[config.mk]
export PLATFORM = sky130hd
export DESIGN_NAME = shift_divider
export DESIGN_NICKNAME = d
export VERILOG_FILES = /design/src/rtl/shift_divider.sv
export SDC_FILE = /design/constraint.sdc
export NUM_CORES = 1
export LEC_CHECK = 0
export ABC_AREA = 1
export BUFFER_PORTS_ARGS = -buffer_cell sky130_fd_sc_hd__buf_2
export CAP_MARGIN = 20
export CORE_MARGIN = 3
export CORE_UTILIZATION = 43
export CTS_CLUSTER_SIZE = 8
export DETAILED_ROUTE_END_ITERATION = 10
export PLACE_DENSITY = 0.61
export SLEW_MARGIN = 20
export SYNTH_ARGS = -nofsm -noshare
export SYNTH_HDL_FRONTEND = slang
export SYNTH_SLANG_ARGS = --single-unit
[constraint.sdc]
create_clock -name clk -period 4.3 [get_ports clk]
set_input_delay 0.215 -clock clk [delete_from_list [all_inputs] [get_ports clk]]
set_output_delay 0.215 -clock clk [all_outputs]
set_load 0.02 [all_outputs]
[src/rtl/shift_divider.sv]
// Multi-cycle signed restoring divider: one quotient bit per enabled cycle,
// with sign fix-up and divide-by-zero handling before the one-cycle ready pulse.
module shift_divider #(
  parameter int DATA_WIDTH = 16
) (
  input  logic                  clk,
  input  logic                  rst,
  input  logic                  en,
  input  logic                  valid,
  input  logic [DATA_WIDTH-1:0] jia,
  input  logic [DATA_WIDTH-1:0] yi,
  output logic [DATA_WIDTH-1:0] quotient,
  output logic [DATA_WIDTH-1:0] remainder,
  output logic                  div_by_zero,
  output logic                  busy,
  output logic                  ready,
  output logic [1:0]            state_dbg
);

  // Handshake: valid is sampled only in IDLE with en=1 (that edge is the
  // accept); ready is a one-cycle pulse marking new results; no back-pressure.

  localparam int W  = DATA_WIDTH;
  localparam int CW = $clog2(W);

  typedef enum logic [1:0] {IDLE, CALC, SIGN, DONE} state_t;

  state_t          state;
  logic [W:0]      rem;
  logic [W-1:0]    dvd;
  logic [W-1:0]    dvs;
  logic            sign_q;
  logic            sign_r;
  logic            zero;
  logic [CW-1:0]   cnt;

  logic [W-1:0]    jia_mag;
  logic [W-1:0]    yi_mag;
  logic [W:0]      rem_sh;
  logic [W:0]      rem_diff;
  logic            fits;
  logic [W-1:0]    q_signed;
  logic [W-1:0]    r_signed;

  // Magnitudes are unsigned W-bit, so |-2^(W-1)| is represented exactly.
  always_comb begin
    jia_mag  = jia[W-1] ? (~jia + 1'b1) : jia;
    yi_mag   = yi[W-1]  ? (~yi + 1'b1)  : yi;
    rem_sh   = {rem[W-1:0], dvd[W-1]};
    rem_diff = rem_sh - {1'b0, dvs};
    fits     = (rem_sh >= {1'b0, dvs});
    q_signed = sign_q ? (~dvd + 1'b1) : dvd;
    r_signed = sign_r ? (~rem[W-1:0] + 1'b1) : rem[W-1:0];
  end

  assign state_dbg = state;

  always_ff @(posedge clk or posedge rst) begin
    if (rst) begin
      state       <= IDLE;
      rem         <= '0;
      dvd         <= '0;
      dvs         <= '0;
      sign_q      <= 1'b0;
      sign_r      <= 1'b0;
      zero        <= 1'b0;
      cnt         <= '0;
      quotient    <= '0;
      remainder   <= '0;
      div_by_zero <= 1'b0;
      busy        <= 1'b0;
      ready       <= 1'b0;
    end else if (en) begin
      case (state)
        IDLE: begin
          if (valid) begin
            rem    <= '0;
            dvd    <= jia_mag;
            dvs    <= yi_mag;
            sign_q <= jia[W-1] ^ yi[W-1];
            sign_r <= jia[W-1];
            zero   <= (yi == '0);
            busy   <= 1'b1;
            cnt    <= '0;
            state  <= CALC;
          end
        end
        CALC: begin
          // dvd shifts out dividend bits at the top and collects quotient bits at the bottom.
          rem <= fits ? rem_diff : rem_sh;
          dvd <= {dvd[W-2:0], fits};
          if (cnt == CW'(W - 1)) begin
            state <= SIGN;
          end else begin
            cnt <= cnt + 1'b1;
          end
        end
        SIGN: begin
          // With a zero divisor every step "fits" and rem ends up holding |jia|,
          // so the sign fix-up restores jia itself as the remainder.
          quotient    <= zero ? '1 : q_signed;
          remainder   <= r_signed;
          div_by_zero <= zero;
          ready       <= 1'b1;
          busy        <= 1'b0;
          state       <= DONE;
        end
        DONE: begin
          ready <= 1'b0;
          state <= IDLE;
        end
        default: state <= IDLE;
      endcase
    end
  end

endmodule

==> results of run 1 <==
power by group through the flow:
stage | combinational [mW] | clock (mW) | sequential [mW]
detailed placement | 3.13 | 0 | 1.60
global placement | 3.11 | 0 | 1.59
CTS | 3.15 | 0.854 | 1.58
finish | 3.14 | 0.833 | 1.59
floorplan | 2.29 | 0 | 1.68
global route | 3.60 | 0.882 | 1.64
logic make-up after synthesis:
family / Yosys count / share of synthesized area
adders and majority gates: 26 / 0.0526
xor gates and xnor gates: 25 / 0.0346
DFF: 92 / 0.364
and+or+nand+nor: 475 / 0.321
AOI/OAI and AO/OA: 145 / 0.126
buffers and inverters: 162 / 0.101
area by class of cell:
class,instances,area [µm²]
Fill cell,1489,7020
Multi-Input combinational cell,671,3380
Sequential cell,92,2300
Inverter,135,509
Timing Repair Buffer,77,398
Clock buffer,9,225
Tap cell,180,225
Clock inverter,7,85.1
metrics by stage:
| stage | hold slack [ns] | utilization | worst slack (ns) | total power [mW] |
|---|---|---|---|---|
| after floorplan | 0.379 | - | 1.69 | 3.97 |
| after global placement | 0.388 | 0.482 | 1.29 | 4.70 |
| after detailed placement | 0.389 | 0.482 | 1.23 | 4.73 |
| after CTS | 0.00438 | 0.504 | 1.20 | 5.59 |
| after global routing | 0.0607 | 0.504 | 0.900 | 6.12 |
| final | -0.0299 | 0.504 | 1.21 | 5.56 |
worst max path at each step:
| stage | from | endpoint | slack [ns] | depth (start not counted) |
|---|---|---|---|---|
| finish | state_dbg[1] | cnt[2] | 1.21 | 9 |
| global route | state_dbg[1] | cnt[2] | 0.90 | 9 |
| CTS | state_dbg[1] | cnt[3] | 1.20 | 9 |
| detailed placement | state_dbg[1] | cnt[1] | 1.23 | 9 |
| global placement | state_dbg[1] | cnt[1] | 1.29 | 9 |
| floorplan | rst | busy | 1.69 | 1 |
layer usage:
layer / global-route usage / vias to the layer above
met2: 0.276 / 116
met3: 0.0293 / 11
met4: 0.0574 / 0
li1: - / 3112
met1: 0.321 / 2701
met5: 0 / -
registers in the layout (all words and copies together) (netlist names):
register / flops
state_dbg: 2
dvs: 16
busy: 1
ready: 1
zero: 1
sign_q: 1
dvd: 16
sign_r: 1
remainder: 16
div_by_zero: 1
cnt: 4
quotient: 16
rem: 16
Yosys cell counts (all sizes together) (9+ instances only):
| master | n | area [µm²] |
|---|---|---|
| a21oi | 36 | 180 |
| a31oi | 9 | 56.3 |
| buf | 13 | 80.1 |
| clkbuf | 14 | 53.8 |
| dfrtp | 92 | 2300 |
| ha | 25 | 313 |
| inv | 135 | 507 |
| nand2 | 261 | 992 |
| nand3 | 95 | 480 |
| nand4 | 10 | 62.6 |
| nor2 | 90 | 358 |
| nor3 | 9 | 72.6 |
| o21ai | 78 | 398 |
| xor2 | 20 | 175 |
placed cells by master, fill, tap and decap left out, types with 3 or more instances in the layout:
cell type	Yosys	routed
nand4_1	10	10
xor2_1	20	20
ha_1	25	25
xnor2_1	5	5
nand3_1	94	94
o211ai_1	8	8
nor2_1	86	86
or2_2	3	3
a21oi_1	36	36
inv_1	133	132
o31ai_1	5	5
clkbuf_16	0	9
buf_4	3	5
buf_2	4	72
o21ai_0	74	74
nand2_1	258	258
o22ai_1	4	4
dfrtp_1	92	92
nor3_1	6	6
a31oi_1	9	9
worst max-delay path: cells and delay by family, from the launching register on:
kind / cells / cell delay, ns
buffers and inverters: 4 / 1.19
adders and majority gates: 1 / 0.57
AOI/OAI and AO/OA: 2 / 0.45
DFF: 1 / 0.41
and+or+nand+nor: 2 / 0.35
==> summary.md, run 1 <==
| Metric | Value |
|---|---|
| Seq pwr share | `0.285` |
| Synth async-reset ratio | `1.00` |
| Data arrival time of the worst path | `3.34 ns` |
| R2R Setup Slk | `1.21 ns` |
| Grt total ovfl | `0` |
| Std-Cell Rows | `43` |
| Routed WL | `15900 µm` |
| Reg2reg end | `cnt[2]` |
| Vias | `5940` |
| Internal power | `2.79 mW` |
| Critical R2R Launch | `state_dbg[1]` |
| Clock power frac | `0.150` |
| Met1 WL | `8560 µm` |
| Top FF cell, synth | `dfrtp_1` |
| CP max FO | `25` |
| DRT iter0 DRCs | `403` |
| DP Cell Count | `1155` |
| Setup Buffers After CTS | `0` |
| GRT Util Overall | `0.200` |
| Crit path largest cell delay | `0.57 ns` |
| Clock latency on the worst-skew pair | `0.36 ns` |
| Worst Hold Class | `in -> async` |
| Tcrit/Tclk final | `0.719` |
| Layout cell share with drive strength beyond 1 | `0.113` |
| RSZ-0062 raised after global routing | `false` |
| Area delta synth->final | `12.7%` |
| Cell repeated most along the worst path | `inv_1` |
| DIE HEIGHT | `127 µm` |
| Final setup vio count | `0` |
| Routability cong. | `0.869` |
| Wire length on met3 | `755 µm` |
| Number of global-route vias before repair | `5264` |
| DR DRC count | `0` |
| Synth cell types | `42` |
| Die Area | `16200 µm²` |
| Peak supply drop | `304 µV` |
| CTS Buf Count | `9` |
| Post-synth EDFFs | `0` |
| Power per cell area | `781 nW/µm²` |
| DP HPWL | `12200 µm` |
| Setup tns final | `0 ns` |
| R2R depth | `9` |
| First-pass GRT wire length | `26400 µm` |
| Fin nets | `1048` |
| Worst path cell trace | `inv_1 > ha_1 > inv_1 > nor2_2 > buf_4 > nor2_4 > inv_2 > o21ai_2 > o31ai_1` |
| Worst-margin pin slew | `0.716 ns` |
| Layout Cells excl Fill | `1171` |
| Seq/Total Area, Yosys | `0.364` |
| Drt wl/cell | `13.6 µm` |
| Hold-fix buffers, CTS | `0` |
| Failing checks | `hold timing` |
| Seq cells post-synth | `92` |
| Setup crit end kind | `flop` |
| Max clock buf depth | `2` |
| Largest net degree at the start of global routing | `60` |
| Cell area after layout | `7130 µm²` |
| Syn Inst Count | `925` |
| F_max | `0.324 GHz` |
| Mean number of vias per cell | `5.07` |
| Status | `finished, violations left` |
| Synthesized Nets | `987` |
| CTS Sinks | `92` |
| Worst slew margin | `0.523` |
| Initial antenna violation count | `0` |
| Leakage | `3.78 nW` |
| Psw | `2.77 mW` |
| Critical path class | `reg -> reg` |
| Max-cap viol count | `0` |
| Root Driver | `clkbuf_16` |
| Placed inst area | `6820 µm²` |
| Setup crit start kind | `flop` |
| Combinational share of power | `0.565` |
| TritonCTS clock tree | `done` |
| Syn avg cell area | `6.84 µm²` |
| Initial Util | `0.447` |
| Core ar. | `14100 µm²` |
| Final Hold Viols | `28` |
| ANT cells | `0` |
| Tmin final | `3.09 ns` |
| Worst hold slack | `-0.0299 ns` |
| DRT Pass-1 Iters | `5` |
| Slew Limit Fails | `0` |
| Max Used Layer | `met4` |
| Clock Skews | `0.00766 ns` |
| I/O Buffers | `72` |
| Met2 Routed Length | `6360 µm` |
| CTS H-tree depth | `3` |
| Warnings, synthesis | `0` |
| Slowest-stage cell, CP | `ha_1` |
| Clock slew at reported path FFs | `0.07 ns` |
| CP required | `4.55 ns` |
| Die width | `127 µm` |
| Switching Fraction | `0.498` |
| Cts repair resizes | `0` |
| I/O pin total | `73` |
| ANT nets after route | `0` |
| Mapped Area | `6320 µm²` |
Note: power is estimated with default switching activity, not from simulation.
==> run 2: changes to the inputs <==
- ABC_AREA: 1 -> 0
- PLACE_DENSITY: 0.61 -> 0.64
- clock period: 4.3 -> 2.81 ns (I/O delays scaled with it)
==> summary.md, run 2 <==
| Metric | Value |
|---|---|
| Mean number of vias per cell | `5.27 (was 5.07)` |
| Power per cell area | `1230 nW/µm² (was 781 nW/µm²)` |
| Most common cell after layout, fill and taps aside | `nand2_1 (unchanged)` |
| DIE HEIGHT | `121 µm (was 127 µm)` |
| Warnings, synthesis | `0 (unchanged)` |
| Tmin final | `2.63 ns (was 3.09 ns)` |
| I/O Buffers | `72 (unchanged)` |
| Psw | `3.63 mW (was 2.77 mW)` |
| Slowest-stage cell, CP | `a221o_1 (was ha_1)` |
| DP HPWL | `10100 µm (was 12200 µm)` |
| Filler Cell Count | `1220 (was 1489)` |
| Vias | `4754 (was 5940)` |
| Area occupied by multi-input gates | `3130 µm² (was 3380 µm²)` |
| CTS H-tree depth | `3 (unchanged)` |
| Seq/Total Area, Yosys | `0.405 (was 0.364)` |
| Mapped Area | `5690 µm² (was 6320 µm²)` |
| Data arrival time of the worst path | `2.84 ns (was 3.34 ns)` |
| Max-cap viol count | `0 (unchanged)` |
| Clock Skews | `0.00807 ns (was 0.00766 ns)` |
| Critical R2R Launch | `rem[3] (was state_dbg[1])` |
| Worst hold slack | `0.0876 ns (was -0.0299 ns)` |
| Die Area | `14600 µm² (was 16200 µm²)` |
| Setup tns final | `0 ns (unchanged)` |
| Setup crit end kind | `flop (unchanged)` |
| Worst Hold Class | `in -> reg (was in -> async)` |
| Slew Limit Fails | `0 (unchanged)` |
| Final critical-path setup slack | `0.176 ns (was 1.21 ns)` |
| Final Hold Viols | `0 (was 28)` |
| Area delta synth->final | `15.8% (was 12.7%)` |
| ANT cells | `0 (unchanged)` |
| Top-count cell post-synth | `nand2_1 (unchanged)` |
| DP Cell Count | `884 (was 1155)` |
| Clock power frac | `0.150 (about the same)` |
| Clock slew at reported path FFs | `0.06 ns (was 0.07 ns)` |
| Tot Pwr | `8.08 mW (was 5.56 mW)` |
| Worst path cell trace | `ha_1 > a21oi_2 > o211ai_2 > a221o_1 > a41oi_4 > buf_4 > mux2i_1 > o21ai_0 (was inv_1 > ha_1 > inv_1 > nor2_2 > buf_4 > nor2_4 > inv_2 > o21ai_2 > o31ai_1)` |
| Cts repair resizes | `0 (unchanged)` |
| Syn Inst Count | `655 (was 925)` |
| Initial antenna violation count | `0 (unchanged)` |
| Hold path startpoint | `en` |
| CP required | `3.01 ns (was 4.55 ns)` |
| Dpl ws | `0.178 ns (was 1.23 ns)` |
| Drt wl/cell | `14.4 µm (was 13.6 µm)` |
| Peak supply drop | `409 µV (was 304 µV)` |
| Clock latency on the worst-skew pair | `0.34 ns (was 0.36 ns)` |
| Max clock buf depth | `2 (unchanged)` |
| Synth async-reset ratio | `1.00 (unchanged)` |
| Syn avg cell area | `8.69 µm² (was 6.84 µm²)` |
| Synth cell types | `52 (was 42)` |
| Tcrit/Tclk final | `0.937 (was 0.719)` |
| Synth area leaders | `dfrtp_1 (40%), o21ai_0 (7.5%), nand2_1 (7.3%), xor2_1 (6.5%), ha_1 (5.5%) (was dfrtp_1 (36%), nand2_1 (15%), inv_1 (7.9%), nand3_1 (7.4%), o21ai_0 (5.9%))` |
| Reg2reg end | `rem[11] (was cnt[2])` |
| F_max | `0.380 GHz (was 0.324 GHz)` |
| Seq cells post-synth | `92 (unchanged)` |
| Number of global-route vias before repair | `4369 (was 5264)` |
| Synthesized Nets | `717 (was 987)` |
| Routability cong. | `0.893 (was 0.869)` |
| Seq pwr share | `0.306 (was 0.285)` |
| Fin nets | `788 (was 1048)` |
| Top delay family on crit path | `compound AO/OA/AOI/OAI gates (was buffers and inverters)` |
| Cell area after layout | `6590 µm² (was 7130 µm²)` |
| Switching Fraction | `0.450 (was 0.498)` |
| Worst slew margin | `0.487 (was 0.523)` |
| Hold path cells | `2` |
| Largest net degree at the start of global routing | `51 (was 60)` |
| ANT nets after route | `0 (unchanged)` |
| CP max FO | `8 (was 25)` |
| Crit. path cell count | `8 (was 9)` |
| Setup crit start kind | `flop (unchanged)` |
| GRT Util Overall | `0.180 (was 0.200)` |
| Internal power | `4.45 mW (was 2.79 mW)` |
| Register Area | `2300 µm² (unchanged)` |
| Placed inst area | `6270 µm² (was 6820 µm²)` |
| DR DRC count | `0 (unchanged)` |
| Layout cell share with drive strength beyond 1 | `0.159 (was 0.113)` |
| R2R Setup Slk | `0.18 ns (was 1.21 ns)` |
| R2R depth | `8 (was 9)` |
| RSZ-0062 raised after global routing | `false (unchanged)` |
| Routed WL | `13000 µm (was 15900 µm)` |
| Synth area leader | `dfrtp_1 (unchanged)` |
| Std-Cell Rows | `41 (was 43)` |
| TritonCTS clock tree | `done (unchanged)` |
| DRT Pass-1 Iters | `5 (unchanged)` |
| Top FF cell, synth | `dfrtp_1 (unchanged)` |
| Post-synth EDFFs | `0 (unchanged)` |
| WHS Endpoint | `ready` |
| Critical path class | `reg -> reg (unchanged)` |
| Crit path largest cell delay | `0.46 ns (was 0.57 ns)` |
| Final setup vio count | `0 (unchanged)` |
| Core ar. | `12800 µm² (was 14100 µm²)` |
| First-pass GRT wire length | `21400 µm (was 26400 µm)` |
| CTS Sinks | `92 (unchanged)` |
| Status | `finished, final reports clean (was finished, violations left)` |
| I/O pin total | `73 (unchanged)` |
| Synth cell count leaders | `nand2_1 (110), dfrtp_1 (92), o21ai_0 (85), xor2_1 (42), inv_1 (34) (was nand2_1 (258), inv_1 (133), nand3_1 (94), dfrtp_1 (92), nor2_1 (86))` |
| Grt total ovfl | `0 (unchanged)` |
| Root Driver | `clkbuf_16 (unchanged)` |
| Combinational share of power | `0.545 (was 0.565)` |
| Core Util, Final | `0.516 (was 0.504)` |
| Die width | `121 µm (was 127 µm)` |
| Leakage | `3.11 nW (was 3.78 nW)` |
| Initial Util | `0.445 (was 0.447)` |
| Layout Cells excl Fill | `902 (was 1171)` |
| Most frequent cells in the layout | `nand2_1 (110), dfrtp_1 (92), o21ai_0 (85) (was nand2_1 (258), inv_1 (132), nand3_1 (94))` |
| DRT iter0 DRCs | `379 (was 403)` |
| CP Buf/Inv Count | `1 (was 4)` |
| CTS Buf Count | `9 (unchanged)` |
| Top cell type's share of synthesized area | `0.405 (was 0.364)` |
| Worst-margin pin slew | `0.766 ns (was 0.716 ns)` |
==> run 2: timing repair <==
item,CTS,global route
setup buffers,0,2
hold endpoints to repair,42,0
hold buffers,1,0
setup endpoints to repair,0,2
==> run 2: worst reg2reg max path, cell delays in order (launching register included) <==
cell      delay [ns]
dfrtp_1         0.45
ha_1            0.40
a21oi_2         0.23
o211ai_2        0.14
a221o_1         0.46
a41oi_4         0.36
buf_4           0.20
mux2i_1         0.18
o21ai_0         0.09
==> run 2: metal layers <==
metal / wire length [µm] / GRT usage
met3: 677 / 0.0275
met1: 6610 / 0.275
met4: 121 / 0.0538
met2: 5600 / 0.261
met5: 0 / 0
==> run 2: final cells by class <==
type	instances	share of cell area
Clock buffer	12	0.0374
Clock inverter	3	0.00702
Inverter	35	0.0201
Multi-Input combinational cell	497	0.475
Sequential cell	92	0.349
Tap cell	172	0.0327
Timing Repair Buffer	91	0.0786
==> run 2: power groups by stage <==
stage,clock [mW],combinational [mW],sequential [mW]
global placement,0,4.27,2.45
floorplan,0,2.99,2.63
detailed placement,0,4.35,2.49
CTS,1.24,4.37,2.47
global route,1.29,4.91,2.57
finish,1.21,4.40,2.47
==> run 2: logic make-up (layout without fill, tap and decap cells) <==
| group | count (synthesis) | after routing | share of synthesized area |
|---|---|---|---|
| buffers and inverters | 66 | 141 | 0.0455 |
| and+or+nand+nor | 208 | 208 | 0.162 |
| AOI/OAI and AO/OA | 181 | 181 | 0.199 |
| adders and majority gates | 26 | 26 | 0.0585 |
| DFF | 92 | 92 | 0.405 |
| xor gates and xnor gates | 68 | 68 | 0.105 |
| muxes | 14 | 14 | 0.0253 |
==> run 2: worst max-delay path by stage <==
stage / start / to / slack, ns
2_1_floorplan: rst / busy / 0.28
3_3_place_gp: rem[4] / rem[6] / 0.23
3_5_place_dp: rem[3] / rem[11] / 0.18
4_1_cts: rem[4] / rem[11] / 0.16
5_1_grt: rem[3] / rem[6] / 0.04
6_report: rem[3] / rem[11] / 0.18
